**src/rtl/bcd_calc_sequencer_if.sv**
```systemverilog
// bcd_calc_sequencer_if: keypad key handshake between a key source (master) and the sequencer (slave)
interface bcd_calc_sequencer_if;
   logic       key_valid;
   logic [3:0] key_code;
   logic       key_ready;
   modport master (output key_valid, key_code, input key_ready);
   modport slave (input key_valid, key_code, output key_ready);
endinterface

```
**src/rtl/bcd_calc_sequencer.sv**
```systemverilog
// bcd_calc_sequencer: keypad-driven 2-digit BCD add/subtract sequencer; define BCD_CALC_CHAIN_EN to chain +/- from a result
module bcd_calc_sequencer (
   input  logic                       clk,
   input  logic                       nrst,
   bcd_calc_sequencer_if.slave        key,
   output logic [7:0]                 add_a,
   output logic [7:0]                 add_b,
   output logic                       add_sub,
   input  logic [7:0]                 add_o,
   output logic [7:0]                 result,
   output logic                       result_valid,
   output logic [7:0]                 display
);
   typedef enum logic [1:0] {ENTER_A, ENTER_B, CALC, RESULT} state_t;
   state_t state;
   logic acc, is_dig, is_op, is_eq, is_clr;
   assign key.key_ready = state != CALC;
   assign acc = key.key_valid & key.key_ready;
   assign is_dig = key.key_code <= 4'd9;
   assign is_op = key.key_code == 4'hA || key.key_code == 4'hB;
   assign is_eq = key.key_code == 4'hC;
   assign is_clr = key.key_code == 4'hF;
   // Show the operand being entered, B while the adder runs, then the captured result
   always_comb display = state == ENTER_A ? add_a : state == RESULT ? result : add_b;
   // Sequencer: key decode per state; CALC is a single cycle that captures the adder output
   always_ff @(posedge clk or negedge nrst)
      if (!nrst) begin
         state <= ENTER_A;
         add_a <= 8'h00;
         add_b <= 8'h00;
         add_sub <= 1'b0;
         result <= 8'h00;
         result_valid <= 1'b0;
      end else begin
         result_valid <= 1'b0;
         if (state == CALC) begin
            result <= add_o;
            result_valid <= 1'b1;
            state <= RESULT;
         end else if (acc) begin
            if (is_clr) begin
               state <= ENTER_A;
               add_a <= 8'h00;
               add_b <= 8'h00;
               add_sub <= 1'b0;
               result <= 8'h00;
            end else case (state)
               ENTER_A:
                  if (is_dig) add_a <= {add_a[3:0], key.key_code};
                  else if (is_op) begin
                     add_sub <= key.key_code[0];
                     add_b <= 8'h00;
                     state <= ENTER_B;
                  end else if (is_eq) begin
                     add_sub <= 1'b0;
                     add_b <= 8'h00;
                     state <= CALC;
                  end
               ENTER_B:
                  if (is_dig) add_b <= {add_b[3:0], key.key_code};
                  else if (is_op) add_sub <= key.key_code[0];
                  else if (is_eq) state <= CALC;
               RESULT:
                  if (is_dig) begin
                     add_a <= {4'h0, key.key_code};
                     add_b <= 8'h00;
                     add_sub <= 1'b0;
                     state <= ENTER_A;
                  end
`ifdef BCD_CALC_CHAIN_EN
                  else if (is_op) begin
                     add_a <= result;
                     add_b <= 8'h00;
                     add_sub <= key.key_code[0];
                     state <= ENTER_B;
                  end
`endif
               default: ;
            endcase
         end
      end
endmodule
```
**src/flat_wrapper.sv**
```systemverilog
// flat-port wrapper written by rule: the top's interface ports become plain ports
module bcd_calc_sequencer_flat 
  (clk, nrst, add_a, add_b, add_sub, add_o, result, result_valid, display, key_key_valid, key_key_code, key_key_ready);
  bcd_calc_sequencer_if key_i ();
  input  logic clk;
  input  logic nrst;
  output logic [7:0] add_a;
  output logic [7:0] add_b;
  output logic add_sub;
  input  logic [7:0] add_o;
  output logic [7:0] result;
  output logic result_valid;
  output logic [7:0] display;
  input wire logic [$bits(key_i.key_valid)-1:0] key_key_valid;
  input wire logic [$bits(key_i.key_code)-1:0] key_key_code;
  output wire logic [$bits(key_i.key_ready)-1:0] key_key_ready;
  assign key_i.key_valid = key_key_valid;
  assign key_i.key_code = key_key_code;
  assign key_key_ready = key_i.key_ready;
  bcd_calc_sequencer u_core (.clk(clk), .nrst(nrst), .key(key_i), .add_a(add_a), .add_b(add_b), .add_sub(add_sub), .add_o(add_o), .result(result), .result_valid(result_valid), .display(display));
endmodule
```
**config.mk**
```make
export PLATFORM = sky130hd
export DESIGN_NAME = bcd_calc_sequencer_flat
export DESIGN_NICKNAME = d
export VERILOG_FILES = /design/src/rtl/bcd_calc_sequencer_if.sv /design/src/rtl/bcd_calc_sequencer.sv /design/src/flat_wrapper.sv
export SDC_FILE = /design/constraint.sdc
export NUM_CORES = 1
export LEC_CHECK = 0
export ABC_AREA = 1
export CORE_MARGIN = 5
export CORE_UTILIZATION = 49
export CTS_BUF_LIST = sky130_fd_sc_hd__clkbuf_8
export CTS_CLUSTER_DIAMETER = 100
export DETAILED_ROUTE_END_ITERATION = 10
export PLACE_DENSITY = 0.82
export SETUP_SLACK_MARGIN = 0.1
export SLEW_MARGIN = 10
export SYNTH_ARGS = -nofsm -noshare
export SYNTH_HDL_FRONTEND = slang
export SYNTH_SLANG_ARGS = --single-unit
```
**constraint.sdc**
```tcl
create_clock -name clk -period 1.8 [get_ports clk]
set_input_delay 0.36 -clock clk [delete_from_list [all_inputs] [get_ports clk]]
set_output_delay 0.36 -clock clk [all_outputs]
set_load 0.02 [all_outputs]
```
==> summary.md, run 1 <==
| Metric | Value |
|---|---|
| Status | `finished with violations` |
| Failing checks | `negative setup slack` |
| Die Y | `70.2 um` |
| Placement Cell Area | `2580 um^2` |
| Worst-case clock skew | `0.00949 ns` |
| DR vias | `2227` |
| Initial Util | `0.519` |
| Pin count of the biggest net entering global routing | `29` |
| Worst slew margin | `0.761` |
| Area leader, netlist | `dfrtp_1` |
| Post-route cell area | `3050 um^2` |
| Peak VDD IR | `1.13 mV` |
| Vias in the first global route | `2039` |
| CTS tree | `done` |
| Largest stage delay on the critical path | `0.45 ns` |
| Cells after synthesis | `237` |
| TritonCTS buffer count | `3` |
| ANT cells | `0` |
| I/O pin count | `50` |
| Initial antenna violation count | `0` |
| First-pass GRT wire length | `9870 um` |
| Hold-fix buffers, CTS | `0` |
| Reg2reg start | `u_core.state[1]` |
| Post-route setup slack | `-0.182 ns` |
| Fin util | `0.892` |
| Tightest Pin Transition | `0.359 ns` |
| Drc violations | `0` |
| Port bufs | `49` |
| Placer Congestion | `0.864` |
| Most frequent CP cell | `a21oi_2` |
| Final setup viols | `16` |
| Main synth FF type | `dfrtp_1` |
| Critical Setup Path Class | `reg2out` |
| Hold Crit Class | `reg2reg` |
| Yosys reg bits | `28` |
| Routed vias/inst | `5.94` |
| Post-DR wirelength/cell | `20.3 um` |
| R2R setup slack | `-0.14 ns` |
| Maximum fanout along the worst path | `7` |
| Clk slew on worst S/H paths | `0.10 ns` |
| Mapped Area | `1770 um^2` |
| Final Hold Viols | `0` |
| Core Footprint | `3420 um^2` |
| Layout Area Growth over Synthesis | `71.7%` |
| Critical Path RT | `1.44 ns` |
| Fillers | `167` |
| Number of synthesized flops with an enable pin | `0` |
| Die width | `70.2 um` |
| # Max-Cap Violations | `0` |
| GRT Overall Usage | `0.252` |
| Worst Setup SP | `u_core.state[1]` |
| Post-synth ARST share | `1.00` |
| Layout cells sized above 1 | `0.435` |
| Max frequency | `504 MHz` |
| Final period util | `1.10` |
| RSZ-0062 raised after global routing | `yes` |
| Initial DRT Pass Iterations | `5` |
| H-tree depth | `1` |
| CTS Sinks | `28` |
| Worst setup SP type | `register` |
| Hold_sp | `u_core.add_sub` |
| Synth top cells by count | `nand2_1 (62), dfrtp_1 (28), nor2_1 (24), inv_1 (22), nand3_1 (21)` |
| Root Buffer | `clkbuf_8` |
| Most frequent cell after synthesis | `nand2_1` |
| Synth top area share | `0.395` |
| Row count | `21` |
| CP Cell Sequence | `ha_4, inv_4, buf_6, o21ai_2, a21oi_2, a21oi_2, buf_4` |
| CTS max path bufs | `2` |
| Non-Filler Instances | `375` |
| Critical Path Sink Type | `output pin` |
| Nets | `350` |
| Dpl cells | `360` |
| Worst-Skew Late Latency | `0.28 ns` |
| Syn avg cell area | `7.49 um^2` |
| Ys Warns | `0` |
| Dpl hpwl | `3740 um` |
| Setup TNS | `-1.58 ns` |
| Slowest CP cell | `dfrtp_1` |
| Leakage | `0.00153 uW` |
| DIE AREA | `4920 um^2` |
| Synth area leaders | `dfrtp_1 (39%), nand2_1 (13%), nand3_1 (5.9%)` |
| Tmin final | `1.98 ns` |
| Total gr overflow | `0` |
| PD cells | `1970 nW/um^2` |
| Seq/Total Area, Yosys | `0.395` |
| Worst EP arrival | `1.62 ns` |
| DRT Wirelength | `7620 um` |
| Number of distinct library cells after synthesis | `26` |
| Syn_nets | `257` |
| Final count of pins violating max slew | `0` |
| First DRT Iteration DRCs | `234` |
| Antenna Nets Post-Route | `0` |
==> registers in the layout (all words and copies together) (netlist names) <==
register,count
u_core.add_a,8
u_core.add_b,8
u_core.add_sub,1
u_core.result,8
u_core.result_valid,1
u_core.state,2
==> worst paths after layout <==
kind	endpoint	cells after the start
min in group asynchronous	u_core.add_a[7]	2
max reg2reg	u_core.add_b[5]	11
min reg2reg	u_core.add_sub	2
min	u_core.add_sub	2
max in group asynchronous	u_core.state[0]	2
max	display[3]	7
==> stage by stage <==
stage	total power [uW]	worst slack [ns]	hold slack (ns)
floorplan	2930	0.0933	0.0644
global placement	4340	-0.242	0.462
detailed placement	4410	-0.294	0.465
CTS	5480	-0.0695	0.465
global route	6220	-0.229	0.529
finish	5990	-0.182	0.485
==> kinds of logic after synthesis <==
| logic type | Yosys count | synth area share |
|---|---|---|
| adder cells (fa/ha/maj) | 5 | 0.0353 |
| AO/OA/AOI/OAI | 35 | 0.107 |
| flip-flops | 28 | 0.395 |
| buffers and inverters | 34 | 0.0860 |
| AND/OR/NAND/NOR | 135 | 0.377 |
==> worst max-delay path, delay by kind of cell, from the launching register on <==
family	cells	cell delay (ns)
adder cells (fa/ha/maj)	1	0.18
AO/OA/AOI/OAI	3	0.39
flip-flops	1	0.45
buffers and inverters	3	0.33
==> what timing repair did <==
item                                    in CTS  in global routing
pin swaps                                   14                 14
hold endpoints to repair                     0                  0
gates cloned                                 2                  0
buffers inserted                             9                  3
resized for setup                          111                 34
endpoints found under the setup margin      21                 26
==> cell usage in the layout (no fill, tap or decap), types with 2 or more instances in the layout <==
| master | n |
|---|---|
| nand2_2 | 22 |
| dlygate4sd2_1 | 8 |
| inv_1 | 19 |
| o21ai_0 | 9 |
| o21ai_2 | 4 |
| nand3_1 | 17 |
| o21ai_4 | 2 |
| and2_4 | 2 |
| dlymetal6s2s_1 | 5 |
| buf_6 | 12 |
| nand2_1 | 49 |
| a21oi_1 | 2 |
| nand2_8 | 3 |
| buf_4 | 36 |
| buf_12 | 2 |
| nand2_4 | 4 |
| nor2_2 | 4 |
| inv_2 | 5 |
| a21oi_2 | 17 |
| ha_4 | 4 |
| nand3_2 | 3 |
| dfrtp_1 | 27 |
| clkbuf_8 | 4 |
| inv_4 | 2 |
| nor2_1 | 17 |
| buf_8 | 2 |
| nand3_4 | 2 |
| clkdlybuf4s50_1 | 27 |
| nor3_1 | 4 |
| nor2_4 | 8 |
==> cell type report <==
cell class                 count  area (um^2)  share of cell area
multi-input combinational    176         1200               0.395
timing repair buffer          93          906               0.297
sequential                    28          702               0.230
inverter                      28          123              0.0403
tap                           46         57.6              0.0189
clock buffer                   4         55.1              0.0181
==> power breakdown <==
group,leakage (uW),internal (uW),switching [uW]
clock,0.0000288,196,202
sequential,0.000360,874,286
combinational,0.00114,1960,2480
==> per-layer routing <==
layer,track usage,wire (um),share of wire,up-vias
met2,0.438,3640,0.48,207
met4,0.102,424,0.056,0
met1,0.295,2770,0.36,1026
met3,0.0617,780,0.10,55
met5,0,0,0,-
li1,-,-,-,939
Power figures use the tool's default switching activity.
==> inputs of run 2 (changes only) <==
- CORE_MARGIN: 5 -> 1.5
- SLEW_MARGIN: 10 -> default
==> summary.md, run 2 (same netlist as run 1, synthesis figures left out) <==
| Metric | Value |
|---|---|
| Status | `finished with violations (unchanged)` |
| Failing checks | `negative setup slack (unchanged)` |
| Drc violations | `0 (unchanged)` |
| Worst path buffer plus inverter count | `3 (unchanged)` |
| Worst EP arrival | `1.58 ns (was 1.62 ns)` |
| # Max-Cap Violations | `0 (unchanged)` |
| Fin util | `0.857 (was 0.892)` |
| Leakage | `0.00158 uW (was 0.00153 uW)` |
| Dpl hpwl | `3770 um (was 3740 um)` |
| Hold slack | `0.457 ns (was 0.485 ns)` |
| Non-Filler Instances | `370 (was 375)` |
| Worst setup SP type | `register (unchanged)` |
| RSZ-0062 raised after global routing | `yes (unchanged)` |
| Largest stage delay on the critical path | `0.43 ns (was 0.45 ns)` |
| Fillers | `173 (was 167)` |
| Row count | `21 (unchanged)` |
| Initial DRT Pass Iterations | `4 (was 5)` |
| DR vias | `2073 (was 2227)` |
| Nets | `345 (was 350)` |
| TritonCTS buffer count | `3 (unchanged)` |
| Dpl cells | `357 (was 360)` |
| CP Cell Sequence | `ha_2, inv_2, buf_6, o21ai_4, a21oi_2, a21oi_2, buf_6 (was ha_4, inv_4, buf_6, o21ai_2, a21oi_2, a21oi_2, buf_4)` |
| CTS Sinks | `28 (unchanged)` |
| Placer Congestion | `0.878 (was 0.864)` |
| Final setup viols | `17 (was 16)` |
| First DRT Iteration DRCs | `239 (was 234)` |
| Final Hold Viols | `0 (unchanged)` |
| Commonest cells after routing, fill and taps aside | `nand2_1 (55), buf_4 (31), dfrtp_1 (28) (was nand2_1 (49), buf_4 (36), clkdlybuf4s50_1 (27), dfrtp_1 (27), nand2_2 (22))` |
| GRT Overall Usage | `0.303 (was 0.252)` |
| Peak VDD IR | `1.09 mV (was 1.13 mV)` |
| Routed vias/inst | `5.60 (was 5.94)` |
| Root Buffer | `clkbuf_8 (unchanged)` |
| Layout cells sized above 1 | `0.380 (was 0.435)` |
| Critical Path Sink Type | `output pin (unchanged)` |
| Worst-case clock skew | `0.00172 ns (was 0.00949 ns)` |
| Tmin final | `1.94 ns (was 1.98 ns)` |
| Hold-fix buffers, CTS | `0 (unchanged)` |
| Critical Setup Path Class | `reg2out (unchanged)` |
| Maximum fanout along the worst path | `7 (unchanged)` |
| Critical Path RT | `1.44 ns (about the same)` |
| Initial Util | `0.519 (unchanged)` |
| Delay-heaviest family, CP | `flip-flops (unchanged)` |
| Antenna Nets Post-Route | `0 (unchanged)` |
| Clk slew on worst S/H paths | `0.10 ns (about the same)` |
| CTS max path bufs | `2 (unchanged)` |
| DRT Wirelength | `6630 um (was 7620 um)` |
| Die width | `63.2 um (was 70.2 um)` |
| Pin count of the biggest net entering global routing | `29 (unchanged)` |
| Initial antenna violation count | `0 (unchanged)` |
| CTS tree | `done (unchanged)` |
| Max frequency | `515 MHz (was 504 MHz)` |
| Tightest Pin Transition | `0.366 ns (was 0.359 ns)` |
| PD cells | `1940 nW/um^2 (was 1970 nW/um^2)` |
| Port bufs | `49 (unchanged)` |
| Total gr overflow | `0 (unchanged)` |
| Core Footprint | `3420 um^2 (unchanged)` |
| Most common cell after layout, fill and taps aside | `nand2_1 (unchanged)` |
| Layout Area Growth over Synthesis | `65.0% (was 71.7%)` |
| Pre-CTS setup slack | `-0.288 ns (was -0.294 ns)` |
| Vias in the first global route | `1933 (was 2039)` |
| DIE AREA | `3990 um^2 (was 4920 um^2)` |
| Hold Crit Class | `in2async (was reg2reg)` |
| Die Y | `63.2 um (was 70.2 um)` |
| First-pass GRT wire length | `9420 um (was 9870 um)` |
| Setup TNS | `-1.21 ns (was -1.58 ns)` |
| Final period util | `1.08 (was 1.10)` |
| Top Registers | `u_core.add_a: 8 flops, u_core.add_b: 8 flops, u_core.result: 8 flops (unchanged)` |
| Worst-Skew Late Latency | `0.28 ns (about the same)` |
| H-tree depth | `1 (unchanged)` |
| I/O pin count | `50 (unchanged)` |
| Worst slew margin | `0.756 (was 0.761)` |
| Final count of pins violating max slew | `0 (unchanged)` |
| ANT cells | `0 (unchanged)` |
| Post-route setup slack | `-0.140 ns (was -0.182 ns)` |
| Slowest CP cell | `dfrtp_1 (unchanged)` |
| Post-DR wirelength/cell | `17.9 um (was 20.3 um)` |
==> run 2: cell types whose count changed in the layout (fill, tap and decap cells not counted), sizes merged <==
| cell | previous run | this run |
|---|---|---|
| buf | 53 | 47 |
| dlymetal6s2s | 5 | 12 |
| clkdlybuf4s50 | 27 | 24 |
| clkbuf | 4 | 5 |
| dlygate4sd2 | 8 | 4 |
==> run 2: repair_timing <==
item,4_1_cts,5_1_grt
resized for setup,82,42
gates cloned,1,1
pin swaps,9,6
endpoints found under the setup margin,28,35
buffers inserted,6,2
==> run 2: routing by layer <==
metal,share of wire,up-vias,track usage,wire length (um)
met5,0,-,0,0
met4,0.039,0,0.101,260
met3,0.069,32,0.0482,460
met2,0.51,134,0.548,3350
met1,0.39,982,0.366,2550
li1,-,925,-,-
==> run 2: worst paths after layout <==
check / from / endpoint / slack, ns / cells past startpoint
hold / removal: nrst / u_core.add_a[7] / 0.46 / 2
min in group clk: u_core.add_sub / u_core.add_sub / 0.49 / 2
setup / recovery: u_core.state[1] / display[0] / -0.14 / 7
hold reg to reg: u_core.add_sub / u_core.add_sub / 0.49 / 2
setup reg to reg: u_core.state[1] / u_core.add_b[2] / -0.07 / 12
max in group asynchronous: nrst / u_core.result[7] / 1.08 / 2
==> run 2: area by class of cell <==
type / count / area, um^2 / area share
Clock buffer: 4 / 55.1 / 0.0188
Sequential cell: 28 / 701 / 0.239
Tap cell: 46 / 57.6 / 0.0197
Inverter: 28 / 118 / 0.0402
Multi-Input combinational cell: 176 / 1120 / 0.381
Timing Repair Buffer: 88 / 881 / 0.301
==> run 2: metrics by stage <==
step           cell area (um^2)  power [uW]
3_3_place_gp               2560        4290
4_1_cts                    2750        5100
3_5_place_dp               2560        4370
5_1_grt                    2930        5940
6_report                   2930        5680
2_1_floorplan              1810        2930
==> run 2: power by group <==
group          internal [uW]  switching, uW  total (uW)
clock network            196            204         401
logic                   1880           2280        4160
registers                872            246        1120
